==> src/rtl/riscv_pkg.sv <==
// Shared encodings for the multicycle RV32I control path: FSM states, opcodes, datapath select codes.
// Latency: none (declarations only).
// Backpressure: none (declarations only).
package riscv_pkg;

  typedef enum logic [3:0] {
    S_FETCH    = 4'd0,
    S_DECODE   = 4'd1,
    S_MEMADR   = 4'd2,
    S_MEMREAD  = 4'd3,
    S_MEMWRITE = 4'd4,
    S_MEMWB    = 4'd5,
    S_EXECUTER = 4'd6,
    S_EXECUTEI = 4'd7,
    S_ALUWB    = 4'd8,
    S_BEQ      = 4'd9,
    S_JAL      = 4'd10
  } state_e;

  localparam logic [6:0] OP_LW    = 7'b0000011;
  localparam logic [6:0] OP_SW    = 7'b0100011;
  localparam logic [6:0] OP_RTYPE = 7'b0110011;
  localparam logic [6:0] OP_ITYPE = 7'b0010011;
  localparam logic [6:0] OP_BEQ   = 7'b1100011;
  localparam logic [6:0] OP_JAL   = 7'b1101111;

  typedef enum logic [1:0] {
    ALUOP_ADD   = 2'b00,
    ALUOP_SUB   = 2'b01,
    ALUOP_FUNCT = 2'b10
  } alu_op_e;

  localparam logic [2:0] ALU_ADD = 3'b000;
  localparam logic [2:0] ALU_SUB = 3'b001;
  localparam logic [2:0] ALU_AND = 3'b010;
  localparam logic [2:0] ALU_OR  = 3'b011;
  localparam logic [2:0] ALU_SLT = 3'b101;

  localparam logic [1:0] RES_ALUOUT    = 2'b00;
  localparam logic [1:0] RES_DATA      = 2'b01;
  localparam logic [1:0] RES_ALURESULT = 2'b10;

  localparam logic [1:0] SRCA_PC    = 2'b00;
  localparam logic [1:0] SRCA_OLDPC = 2'b01;
  localparam logic [1:0] SRCA_RS1   = 2'b10;

  localparam logic [1:0] SRCB_RS2  = 2'b00;
  localparam logic [1:0] SRCB_IMM  = 2'b01;
  localparam logic [1:0] SRCB_FOUR = 2'b10;

  localparam logic [1:0] IMM_I = 2'b00;
  localparam logic [1:0] IMM_S = 2'b01;
  localparam logic [1:0] IMM_B = 2'b10;
  localparam logic [1:0] IMM_J = 2'b11;

  // Moore part of the control word, registered alongside the state.
  typedef struct packed {
    logic       fetch;      // in FETCH: ir_write/pc_update follow mem_ready
    logic       pc_update;  // unconditional PC write (jal)
    logic       branch;     // PC write qualified by zero (beq)
    logic       adr_src;
    logic       mem_write;
    logic       reg_write;
    logic [1:0] result_src;
    logic [1:0] alu_src_a;
    logic [1:0] alu_src_b;
    alu_op_e    alu_op;
  } ctrl_t;

endpackage

==> src/rtl/riscv_alu_decoder.sv <==
// ALU control decode from alu_op class plus instruction funct fields.
// Latency: combinational.
// Backpressure: none.
// Ports: alu_op (add/sub/funct class), funct3 = IR[14:12], funct7b5 = IR[30],
//        op5 = IR[5] (separates R-type from I-type), alu_control = ALU operation code.
module riscv_alu_decoder
  import riscv_pkg::*;
(
  input  alu_op_e    alu_op,
  input  logic [2:0] funct3,
  input  logic       funct7b5,
  input  logic       op5,
  output logic [2:0] alu_control
);

  always_comb begin
    alu_control = ALU_ADD;
    case (alu_op)
      ALUOP_SUB: alu_control = ALU_SUB;
      ALUOP_FUNCT: begin
        case (funct3)
          // IR[30] is part of the immediate for addi, so only R-type may subtract.
          3'b000:  alu_control = (op5 & funct7b5) ? ALU_SUB : ALU_ADD;
          3'b010:  alu_control = ALU_SLT;
          3'b110:  alu_control = ALU_OR;
          3'b111:  alu_control = ALU_AND;
          default: alu_control = ALU_ADD;
        endcase
      end
      default: alu_control = ALU_ADD;
    endcase
  end

endmodule

==> src/rtl/riscv_multicycle_control.sv <==
// Multicycle RV32I main control: sequences fetch/decode/execute/memory/writeback on the shared datapath.
// Latency: lw 5, sw/R/I/jal 4, beq 3, illegal 2 cycles; each memory wait cycle adds one.
// Backpressure: FETCH, MEMREAD and MEMWRITE hold until mem_ready; reset drops all write enables at once.
// Ports: clk/reset (sync, active-high); op/funct3/funct7b5 from IR; zero from ALU; mem_ready from memory;
//        pc_write, adr_src, mem_write, ir_write, reg_write, result_src, alu_src_a/b, imm_src,
//        alu_control to the datapath; illegal pulse; state_dbg = current state.
module riscv_multicycle_control
  import riscv_pkg::*;
(
  input  logic       clk,
  input  logic       reset,
  input  logic [6:0] op,
  input  logic [2:0] funct3,
  input  logic       funct7b5,
  input  logic       zero,
  input  logic       mem_ready,
  output logic       pc_write,
  output logic       adr_src,
  output logic       mem_write,
  output logic       ir_write,
  output logic       reg_write,
  output logic [1:0] result_src,
  output logic [1:0] alu_src_a,
  output logic [1:0] alu_src_b,
  output logic [1:0] imm_src,
  output logic [2:0] alu_control,
  output logic       illegal,
  output logic [3:0] state_dbg
);

  state_e state_q, state_d;
  ctrl_t  ctrl_q, ctrl_d;
  logic   op_legal;
  logic   run;

  function automatic ctrl_t decode_state(input state_e s);
    ctrl_t c;
    c        = '0;
    c.alu_op = ALUOP_ADD;
    case (s)
      S_FETCH:    begin c.fetch = 1'b1; c.alu_src_b = SRCB_FOUR; c.result_src = RES_ALURESULT; end
      // Branch/jump target is precomputed into ALUOut from OldPC + imm.
      S_DECODE:   begin c.alu_src_a = SRCA_OLDPC; c.alu_src_b = SRCB_IMM; end
      S_MEMADR:   begin c.alu_src_a = SRCA_RS1; c.alu_src_b = SRCB_IMM; end
      S_MEMREAD:  begin c.adr_src = 1'b1; c.result_src = RES_ALUOUT; end
      S_MEMWRITE: begin c.adr_src = 1'b1; c.result_src = RES_ALUOUT; c.mem_write = 1'b1; end
      S_MEMWB:    begin c.result_src = RES_DATA; c.reg_write = 1'b1; end
      S_EXECUTER: begin c.alu_src_a = SRCA_RS1; c.alu_src_b = SRCB_RS2; c.alu_op = ALUOP_FUNCT; end
      S_EXECUTEI: begin c.alu_src_a = SRCA_RS1; c.alu_src_b = SRCB_IMM; c.alu_op = ALUOP_FUNCT; end
      S_ALUWB:    begin c.result_src = RES_ALUOUT; c.reg_write = 1'b1; end
      S_BEQ:      begin c.alu_src_a = SRCA_RS1; c.alu_src_b = SRCB_RS2; c.alu_op = ALUOP_SUB;
                        c.result_src = RES_ALUOUT; c.branch = 1'b1; end
      // OldPC + 4 becomes the link value; ALUOut (target) goes to the PC.
      S_JAL:      begin c.alu_src_a = SRCA_OLDPC; c.alu_src_b = SRCB_FOUR;
                        c.result_src = RES_ALUOUT; c.pc_update = 1'b1; end
      default:    c.alu_op = ALUOP_ADD;
    endcase
    return c;
  endfunction

  always_comb begin
    case (op)
      OP_LW, OP_SW, OP_RTYPE, OP_ITYPE, OP_BEQ, OP_JAL: op_legal = 1'b1;
      default:                                          op_legal = 1'b0;
    endcase
  end

  always_comb begin
    state_d = state_q;
    case (state_q)
      S_FETCH: if (mem_ready) state_d = S_DECODE;
      S_DECODE: begin
        case (op)
          OP_LW, OP_SW: state_d = S_MEMADR;
          OP_RTYPE:     state_d = S_EXECUTER;
          OP_ITYPE:     state_d = S_EXECUTEI;
          OP_BEQ:       state_d = S_BEQ;
          OP_JAL:       state_d = S_JAL;
          default:      state_d = S_FETCH;
        endcase
      end
      S_MEMADR:   state_d = (op == OP_SW) ? S_MEMWRITE : S_MEMREAD;
      S_MEMREAD:  if (mem_ready) state_d = S_MEMWB;
      S_MEMWRITE: if (mem_ready) state_d = S_FETCH;
      S_EXECUTER, S_EXECUTEI, S_JAL: state_d = S_ALUWB;
      default:    state_d = S_FETCH;
    endcase
    ctrl_d = decode_state(state_d);
  end

  always_ff @(posedge clk) begin
    if (reset) begin
      state_q <= S_FETCH;
      ctrl_q  <= decode_state(S_FETCH);
    end else begin
      state_q <= state_d;
      ctrl_q  <= ctrl_d;
    end
  end

  // Enables are gated by reset combinationally so an in-flight store is cut off the same cycle.
  assign run        = ~reset;
  assign ir_write   = ctrl_q.fetch & mem_ready & run;
  assign pc_write   = ((ctrl_q.fetch & mem_ready) | ctrl_q.pc_update | (ctrl_q.branch & zero)) & run;
  assign mem_write  = ctrl_q.mem_write & run;
  assign reg_write  = ctrl_q.reg_write & run;
  assign illegal    = (state_q == S_DECODE) & ~op_legal & run;
  assign adr_src    = ctrl_q.adr_src;
  assign result_src = ctrl_q.result_src;
  assign alu_src_a  = ctrl_q.alu_src_a;
  assign alu_src_b  = ctrl_q.alu_src_b;
  assign state_dbg  = state_q;

  always_comb begin
    case (op)
      OP_SW:   imm_src = IMM_S;
      OP_BEQ:  imm_src = IMM_B;
      OP_JAL:  imm_src = IMM_J;
      default: imm_src = IMM_I;
    endcase
  end

  riscv_alu_decoder u_alu_dec (
    .alu_op      (ctrl_q.alu_op),
    .funct3      (funct3),
    .funct7b5    (funct7b5),
    .op5         (op[5]),
    .alu_control (alu_control)
  );

endmodule

==> config.mk <==
export PLATFORM = sky130hd
export DESIGN_NAME = riscv_multicycle_control
export DESIGN_NICKNAME = d
export VERILOG_FILES = /design/src/rtl/riscv_pkg.sv /design/src/rtl/riscv_alu_decoder.sv /design/src/rtl/riscv_multicycle_control.sv
export SDC_FILE = /design/constraint.sdc
export NUM_CORES = 1
export LEC_CHECK = 0
export CORE_MARGIN = 4
export CORE_UTILIZATION = 38
export DETAILED_ROUTE_END_ITERATION = 8
export PLACE_DENSITY = 0.79
export SLEW_MARGIN = 40
export SYNTH_ARGS = -nofsm -noshare
export SYNTH_HDL_FRONTEND = slang
export SYNTH_HIERARCHICAL = 1
export SYNTH_SLANG_ARGS = --single-unit
==> constraint.sdc <==
create_clock -name clk -period 4.2 [get_ports clk]
set_clock_uncertainty 0.05 [all_clocks]
set_input_delay 0.42 -clock clk [delete_from_list [all_inputs] [get_ports clk]]
set_output_delay 0.42 -clock clk [all_outputs]
set_load 0.03 [all_outputs]
==> flow_metrics.py, run 1 <==
metrics = {
    "routing": {
        "initialDrtViolationCount": 29,
        "routed_wirelength_mm": 2.34,
        "first_pass_iters": 4,
        "drc": 0,
        "route.vias.total": 930,
        "wl_per_cell_um": 13.7,
        "drt.antenna.violating_nets": 0,
        "drt-vias-per-instance": 5.44,
    },
    "setup_path": {
        "ordered_cell_list_for_the_critical_path": "clkdlybuf4s50_1, nand4b_1, nor2_1, and2_1, nor4bb_1, clkdlybuf4s50_1",
        "crit_required_ns": 3.73,
        "startpoint_type": "input pin",
        "critical_path_type": "in -> out",
        "worst_path_max_delay_cell": "sky130_fd_sc_hd__clkdlybuf4s50_1",
        "rr_endpoint": "alu_src_b[1]",
        "setup.worst_path.start": "op[4]",
        "worst-endpoint-arrival_ns": 2.47,
        "reg2regPathDepth": 5,
        "crit_fanout": 6,
        "critical_path.max_stage_delay_ns": 0.72,
        "worst_r2r_src": "state_dbg[0]",
        "worst_setup_path_end_kind": "output port",
        "crit_top_cell": "sky130_fd_sc_hd__clkdlybuf4s50_1",
        "ff2ff_setup_slack_ns": 2.15,
    },
    "logic_synthesis": {
        "synth_seq_area_share_pct": 33.8,
        "yosys.cell_types.count": 51,
        "yosys_most_used_dff": "sky130_fd_sc_hd__dfxtp_1",
        "async_reset_ff_share_pct": 0,
        "ys_warn_count": 6,
        "synth.avg_cell_area_sq_um": 9.06,
        "synth-edff-count": 0,
        "netlist.area_leader.share_pct": 33.8,
        "number_of_flip_flops_and_latches_in_the_synthesized_netlist": 17,
        "mappedNetlistNets": 128,
        "yosys.area.top_type": "sky130_fd_sc_hd__dfxtp_1",
        "ys_top_cells_by_area": "sky130_fd_sc_hd__dfxtp_1 (34%), sky130_fd_sc_hd__buf_4 (4.5%), sky130_fd_sc_hd__nor2_1 (3.7%)",
        "netlist_instances": 111,
        "synthesis.area_sq_um": 1010,
    },
    "clock_network": {
        "clock_latency_ns": 0.29,
        "ctsRootBufferMaster": "sky130_fd_sc_hd__clkbuf_4",
        "hold_buffers": 0,
        "post_cts_buffers": 0,
        "cts-root-to-sink-buffers": 2,
        "clkTransAtPathRegs_ns": 0.09,
        "cts_resized": 0,
        "ctsHtreeMaxLevel": 1,
        "cts_made_buffers": 3,
        "tritoncts_num_sinks": 17,
        "cts_tree": "yes",
    },
    "floorplanning": {
        "core_area_sq_um": 2500,
        "dieArea_sq_um": 3530,
        "io_pins": 36,
        "initial_util_pct": 40.2,
        "fp.dieW_um": 59.5,
        "die_height_um": 59.5,
        "placement_rows": 18,
    },
    "global_routing": {
        "grt_pass1_vias": 898,
        "grt_pass1_wl_mm": 3.83,
        "use_met1_pct": 16.9,
        "grtUsageMet3_pct": 3.49,
        "top_usage_layer": "met2",
        "grt_antenna_before_repair": 0,
        "met2_usage_pct": 24.5,
        "grt_overflow_total": 0,
        "grt_start_max_net_pins": 16,
        "globalRouteTotalUtil_pct": 13.9,
    },
    "timing": {
        "max_clock_freq_ghz": 0.340,
        "slew_viol_final": 0,
        "slew_at_the_pin_closest_to_its_max_slew_limit_ns": 0.614,
        "final.setup.tns_ns": 0,
        "finalCritPeriodShare_pct": 70.0,
        "final-setup-viol-count": 0,
        "rsz0062_at_grt": "no",
        "timing.slew.headroom_pct": 58.9,
        "final_hold_viol_count": 0,
        "post-route-min-period_ns": 2.94,
    },
    "pwr": {
        "power.density_cell_area_nw_per_um2": 233,
        "vdd_drop_max_mv": 0.301,
        "power.static_leakage_nw": 0.486,
    },
    "min_path": {
        "hp-start": "state_dbg[1]",
        "hold_crit_depth": 2,
        "min-delay-path-class": "reg -> reg",
        "hold_end": "adr_src",
    },
    "finish": {
        "diodes": 0,
        "finish.net_count": 159,
        "final_layout_size_suffix_gt1_share_pct": 9.93,
        "areaGrowthSynthToFinish_pct": 34.7,
        "postLayoutCoreUtil_pct": 54.2,
    },
    "place": {
        "count_of_input_and_output_buffers": 35,
        "gp_congestion": 0.887,
        "place.detailed.hpwl_mm": 1.82,
    },
    "run_status": {
        "outcome": "complete, no violations",
    },
    "run": {
        "cap_violations": 0,
    },
}
-- per-layer routing --
| metal | wire length, um | vias up |
|---|---|---|
| met1 | 977 | 437 |
| met3 | 141 | 2 |
| met5 | 0 | - |
| li1 | - | 457 |
| met4 | 17 | 0 |
| met2 | 1200 | 34 |
-- state kept, by name (all words and copies together) (netlist names) --
name        count
ctrl_q          7
adr_src         1
state_dbg       4
alu_src_a       2
alu_src_b       2
result_src      1
-- critical path: cells and delay by family --
family                 cells  cell delay, ns
and+or+nand+nor            4            0.79
buffers and inverters      2            1.26
-- cells in the mapped netlist, types with 2 or more instances --
library cell               instances
sky130_fd_sc_hd__dfxtp_1          17
sky130_fd_sc_hd__nor2_1           10
sky130_fd_sc_hd__a21oi_1           7
sky130_fd_sc_hd__buf_4             6
sky130_fd_sc_hd__inv_1             6
sky130_fd_sc_hd__nor3_1            6
sky130_fd_sc_hd__and2_1            3
sky130_fd_sc_hd__and3_1            3
sky130_fd_sc_hd__nand2_1           3
sky130_fd_sc_hd__nand2b_1          3
sky130_fd_sc_hd__nand3_1           3
sky130_fd_sc_hd__a31oi_1           2
sky130_fd_sc_hd__and4bb_2          2
sky130_fd_sc_hd__ha_1              2
sky130_fd_sc_hd__nor2b_1           2
-- worst max-delay path by stage --
stage | endpoint | slack (ns) | cells after the start
after global routing | illegal | 1.14 | 6
final | illegal | 1.26 | 6
after floorplan | illegal | 1.66 | 3
after CTS | illegal | 1.26 | 6
after global placement | illegal | 1.31 | 6
after detailed placement | illegal | 1.26 | 6
-- power by group --
part | internal, mW | switching [mW]
registers | 0.165 | 0.00309
logic | 0.0315 | 0.0334
clock network | 0.0369 | 0.0464
total | 0.233 | 0.0829
-- through the flow --
stage               hold slack (ns)  cell area [sq um]  setup WS, ns  power [mW]  cells
floorplan                     0.468               1010          1.66       0.208    111
global placement              0.574               1330          1.31       0.236    167
detailed placement            0.600               1330          1.26       0.237    167
CTS                           0.621               1360          1.26       0.318    171
global route                  0.683               1360          1.14       0.333    171
finish                        0.630               1360          1.26       0.316    171
-- logic make-up after synthesis --
kind of cell | after synthesis | share of synthesized area [%]
and+or+nand+nor | 51 | 33.7
AOI/OAI and AO/OA | 24 | 19.5
DFF | 17 | 33.8
xor gates and xnor gates | 2 | 1.74
buffers and inverters | 15 | 8.71
adders and majority gates | 2 | 2.49
-- cell usage in the layout, fill, tap and decap left out, types with 2 or more instances in the layout --
| cell | netlist | routed |
|---|---|---|
| sky130_fd_sc_hd__clkdlybuf4s50_1 | 0 | 35 |
| sky130_fd_sc_hd__a31oi_1 | 2 | 2 |
| sky130_fd_sc_hd__nand2b_1 | 3 | 3 |
| sky130_fd_sc_hd__nor2b_1 | 2 | 2 |
| sky130_fd_sc_hd__nand2_1 | 3 | 3 |
| sky130_fd_sc_hd__inv_1 | 6 | 6 |
| sky130_fd_sc_hd__and2_1 | 3 | 3 |
| sky130_fd_sc_hd__clkbuf_4 | 0 | 3 |
| sky130_fd_sc_hd__and3_1 | 3 | 3 |
| sky130_fd_sc_hd__dfxtp_1 | 17 | 17 |
| sky130_fd_sc_hd__nor3_1 | 6 | 6 |
| sky130_fd_sc_hd__ha_1 | 2 | 2 |
| sky130_fd_sc_hd__and4bb_2 | 2 | 2 |
| sky130_fd_sc_hd__a21oi_1 | 7 | 7 |
| sky130_fd_sc_hd__nand3_1 | 3 | 3 |
| sky130_fd_sc_hd__nor2_1 | 10 | 10 |
-- final cells by class --
type	count	area (sq um)
clock buffer	4	26.3
fill	231	1140
inverter	6	22.5
multi-input combinational	79	578
sequential	17	340
tap	30	37.5
timing repair buffer	35	350
Power figures use the tool's default switching activity.
==> inputs of run 2 (changes only) <==
--- a/config.mk
+++ b/config.mk
@@ -8,7 +8,7 @@
 export CORE_MARGIN = 4
 export CORE_UTILIZATION = 38
 export DETAILED_ROUTE_END_ITERATION = 8
-export PLACE_DENSITY = 0.79
+export PLACE_DENSITY = 0.81
 export SLEW_MARGIN = 40
 export SYNTH_ARGS = -nofsm -noshare
 export SYNTH_HDL_FRONTEND = slang
==> constraint.sdc (replaced) <==
create_clock -name clk -period 2.64 [get_ports clk]
set_clock_uncertainty 0.05 [all_clocks]
set_input_delay 0.264 -clock clk [delete_from_list [all_inputs] [get_ports clk]]
set_output_delay 0.264 -clock clk [all_outputs]
set_load 0.03 [all_outputs]
==> flow_metrics.py, run 2 (synthesized netlist as in run 1, its figures left out) <==
metrics = {
    "floorplanning": {
        "die_height_um": 59.5,
        "dieArea_sq_um": 3530,
        "initial_util_pct": 40.2,
        "fp.dieW_um": 59.5,
        "core_area_sq_um": 2500,
        "placement_rows": 18,
        "io_pins": 36,
    },
    "clock_network": {
        "cts_tree": "yes",
        "cts_resized": 0,
        "hold_buffers": 0,
        "cts-root-to-sink-buffers": 2,
        "ctsRootBufferMaster": "sky130_fd_sc_hd__clkbuf_4",
        "ctsHtreeMaxLevel": 1,
        "clock_latency_ns": 0.29,
        "cts_made_buffers": 3,
        "tritoncts_num_sinks": 17,
        "post_cts_buffers": 0,
        "clkTransAtPathRegs_ns": 0.10,
    },
    "setup_path": {
        "ordered_cell_list_for_the_critical_path": "clkdlybuf4s50_1, nand4b_1, nor2_1, and2_1, clkdlybuf4s50_1",
        "worst-endpoint-arrival_ns": 2.16,
        "endpoint": "imm_src[1]",
        "critical_path.max_stage_delay_ns": 0.67,
        "crit_top_cell": "sky130_fd_sc_hd__clkdlybuf4s50_1",
        "critical_path_type": "in -> out",
        "worst_setup_path_end_kind": "output port",
        "crit_fanout": 6,
        "ff2ff_setup_slack_ns": 0.67,
        "reg2regPathDepth": 6,
        "setup.worst_path.start": "op[4]",
        "rr_endpoint": "alu_src_b[1]",
        "crit_required_ns": 2.33,
        "worst_r2r_src": "state_dbg[0]",
        "worst_path_max_delay_cell": "sky130_fd_sc_hd__clkdlybuf4s50_1",
        "startpoint_type": "input pin",
    },
    "finish": {
        "largest_reg_flops": 7,
        "instances_no_fill": 176,
        "areaGrowthSynthToFinish_pct": 38.3,
        "finish.net_count": 164,
        "commonest_non_fill_non_tap_cells_in_the_layout": "sky130_fd_sc_hd__clkdlybuf4s50_1 (34), sky130_fd_sc_hd__dfxtp_1 (17), sky130_fd_sc_hd__nor2_1 (10)",
        "final_layout_size_suffix_gt1_share_pct": 14.4,
        "mostFrequentLayoutCell": "sky130_fd_sc_hd__clkdlybuf4s50_1",
        "top_register": "ctrl_q",
        "fillCellCount": 222,
        "diodes": 0,
    },
    "pwr": {
        "power.static_leakage_nw": 0.513,
        "vdd_drop_max_mv": 0.295,
        "power.density_cell_area_nw_per_um2": 370,
    },
    "global_routing": {
        "globalRouteTotalUtil_pct": 14.8,
        "grt_overflow_total": 0,
        "grt_pass1_wl_mm": 4.08,
        "grt_start_max_net_pins": 15,
        "grt_antenna_before_repair": 0,
        "grt_pass1_vias": 921,
    },
    "timing": {
        "finalCritPeriodShare_pct": 93.8,
        "post-route-min-period_ns": 2.48,
        "final-setup-viol-count": 0,
        "max_clock_freq_ghz": 0.404,
        "slew_viol_final": 0,
        "rsz0062_at_grt": "no",
        "slew_at_the_pin_closest_to_its_max_slew_limit_ns": 0.421,
        "final.setup.tns_ns": 0,
        "final_hold_viol_count": 0,
        "timing.slew.headroom_pct": 71.7,
    },
    "run": {
        "cap_violations": 0,
    },
    "routing": {
        "drt.antenna.violating_nets": 0,
        "initialDrtViolationCount": 27,
        "wl_per_cell_um": 14.2,
        "first_pass_iters": 4,
        "drt-vias-per-instance": 5.38,
        "routed_wirelength_mm": 2.51,
        "drc": 0,
        "route.vias.total": 947,
    },
    "place": {
        "count_of_input_and_output_buffers": 35,
        "place.detailed.instances": 172,
        "place.detailed.hpwl_mm": 1.97,
        "gp_congestion": 0.850,
    },
    "run_status": {
        "outcome": "complete, no violations",
    },
    "min_path": {
        "min-delay-path-class": "reg -> reg",
        "hp-start": "state_dbg[1]",
    },
}
[run 2: cell types whose count changed in the layout (fill, tap and decap cells not counted)]
cell / previous run / this run
sky130_fd_sc_hd__clkbuf_1: 1 / 0
sky130_fd_sc_hd__buf_4: 0 / 6
sky130_fd_sc_hd__clkdlybuf4s50_1: 35 / 34
sky130_fd_sc_hd__clkinv_2: 0 / 1
[run 2: how the worst min path moves through the flow]
stage               slack [ns]           end  depth (start not counted)
floorplan                 0.31  state_dbg[2]                          1
global placement          0.56       adr_src                          2
detailed placement        0.56       adr_src                          2
CTS                       0.59       adr_src                          2
global route              0.64       adr_src                          2
finish                    0.61       adr_src                          2
[run 2: per-stage QoR]
step	total power [mW]	worst slack, ns	hold slack, ns	util [%]	cell area (sq um)
global route	0.535	0.0868	0.645	55.7	1390
finish	0.514	0.164	0.606	55.7	1390
global placement	0.379	0.214	0.562	54.6	1360
detailed placement	0.382	0.147	0.561	54.6	1360
floorplan	0.331	0.256	0.312	-	1010
CTS	0.514	0.172	0.588	55.7	1390
[run 2: area by class of cell]
cell class | count | area (sq um) | share of cell area (%)
Inverter | 6 | 22.5 | 1.62
Clock buffer | 3 | 22.5 | 1.62
Sequential cell | 17 | 340 | 24.5
Multi-Input combinational cell | 79 | 578 | 41.5
Clock inverter | 1 | 5.00 | 0.360
Tap cell | 30 | 37.5 | 2.70
Timing Repair Buffer | 40 | 385 | 27.7
[run 2: where the power goes]
part	switching, mW	internal, mW
clock	0.0819	0.0564
sequential	0.00509	0.263
combinational	0.0553	0.0531
[run 2: per-layer routing]
metal | global-route usage, % | vias up | wire length [um]
li1 | - | 470 | -
met3 | 3.05 | 4 | 127
met2 | 25.6 | 29 | 1260
met1 | 18.6 | 444 | 1090
met5 | 0 | - | 0
met4 | 3.88 | 0 | 23
[run 2: critical path, delay by kind of cell]
kind,cells,cell delay (ns)
and+or+nand+nor,3,0.74
buffers and inverters,2,1.15
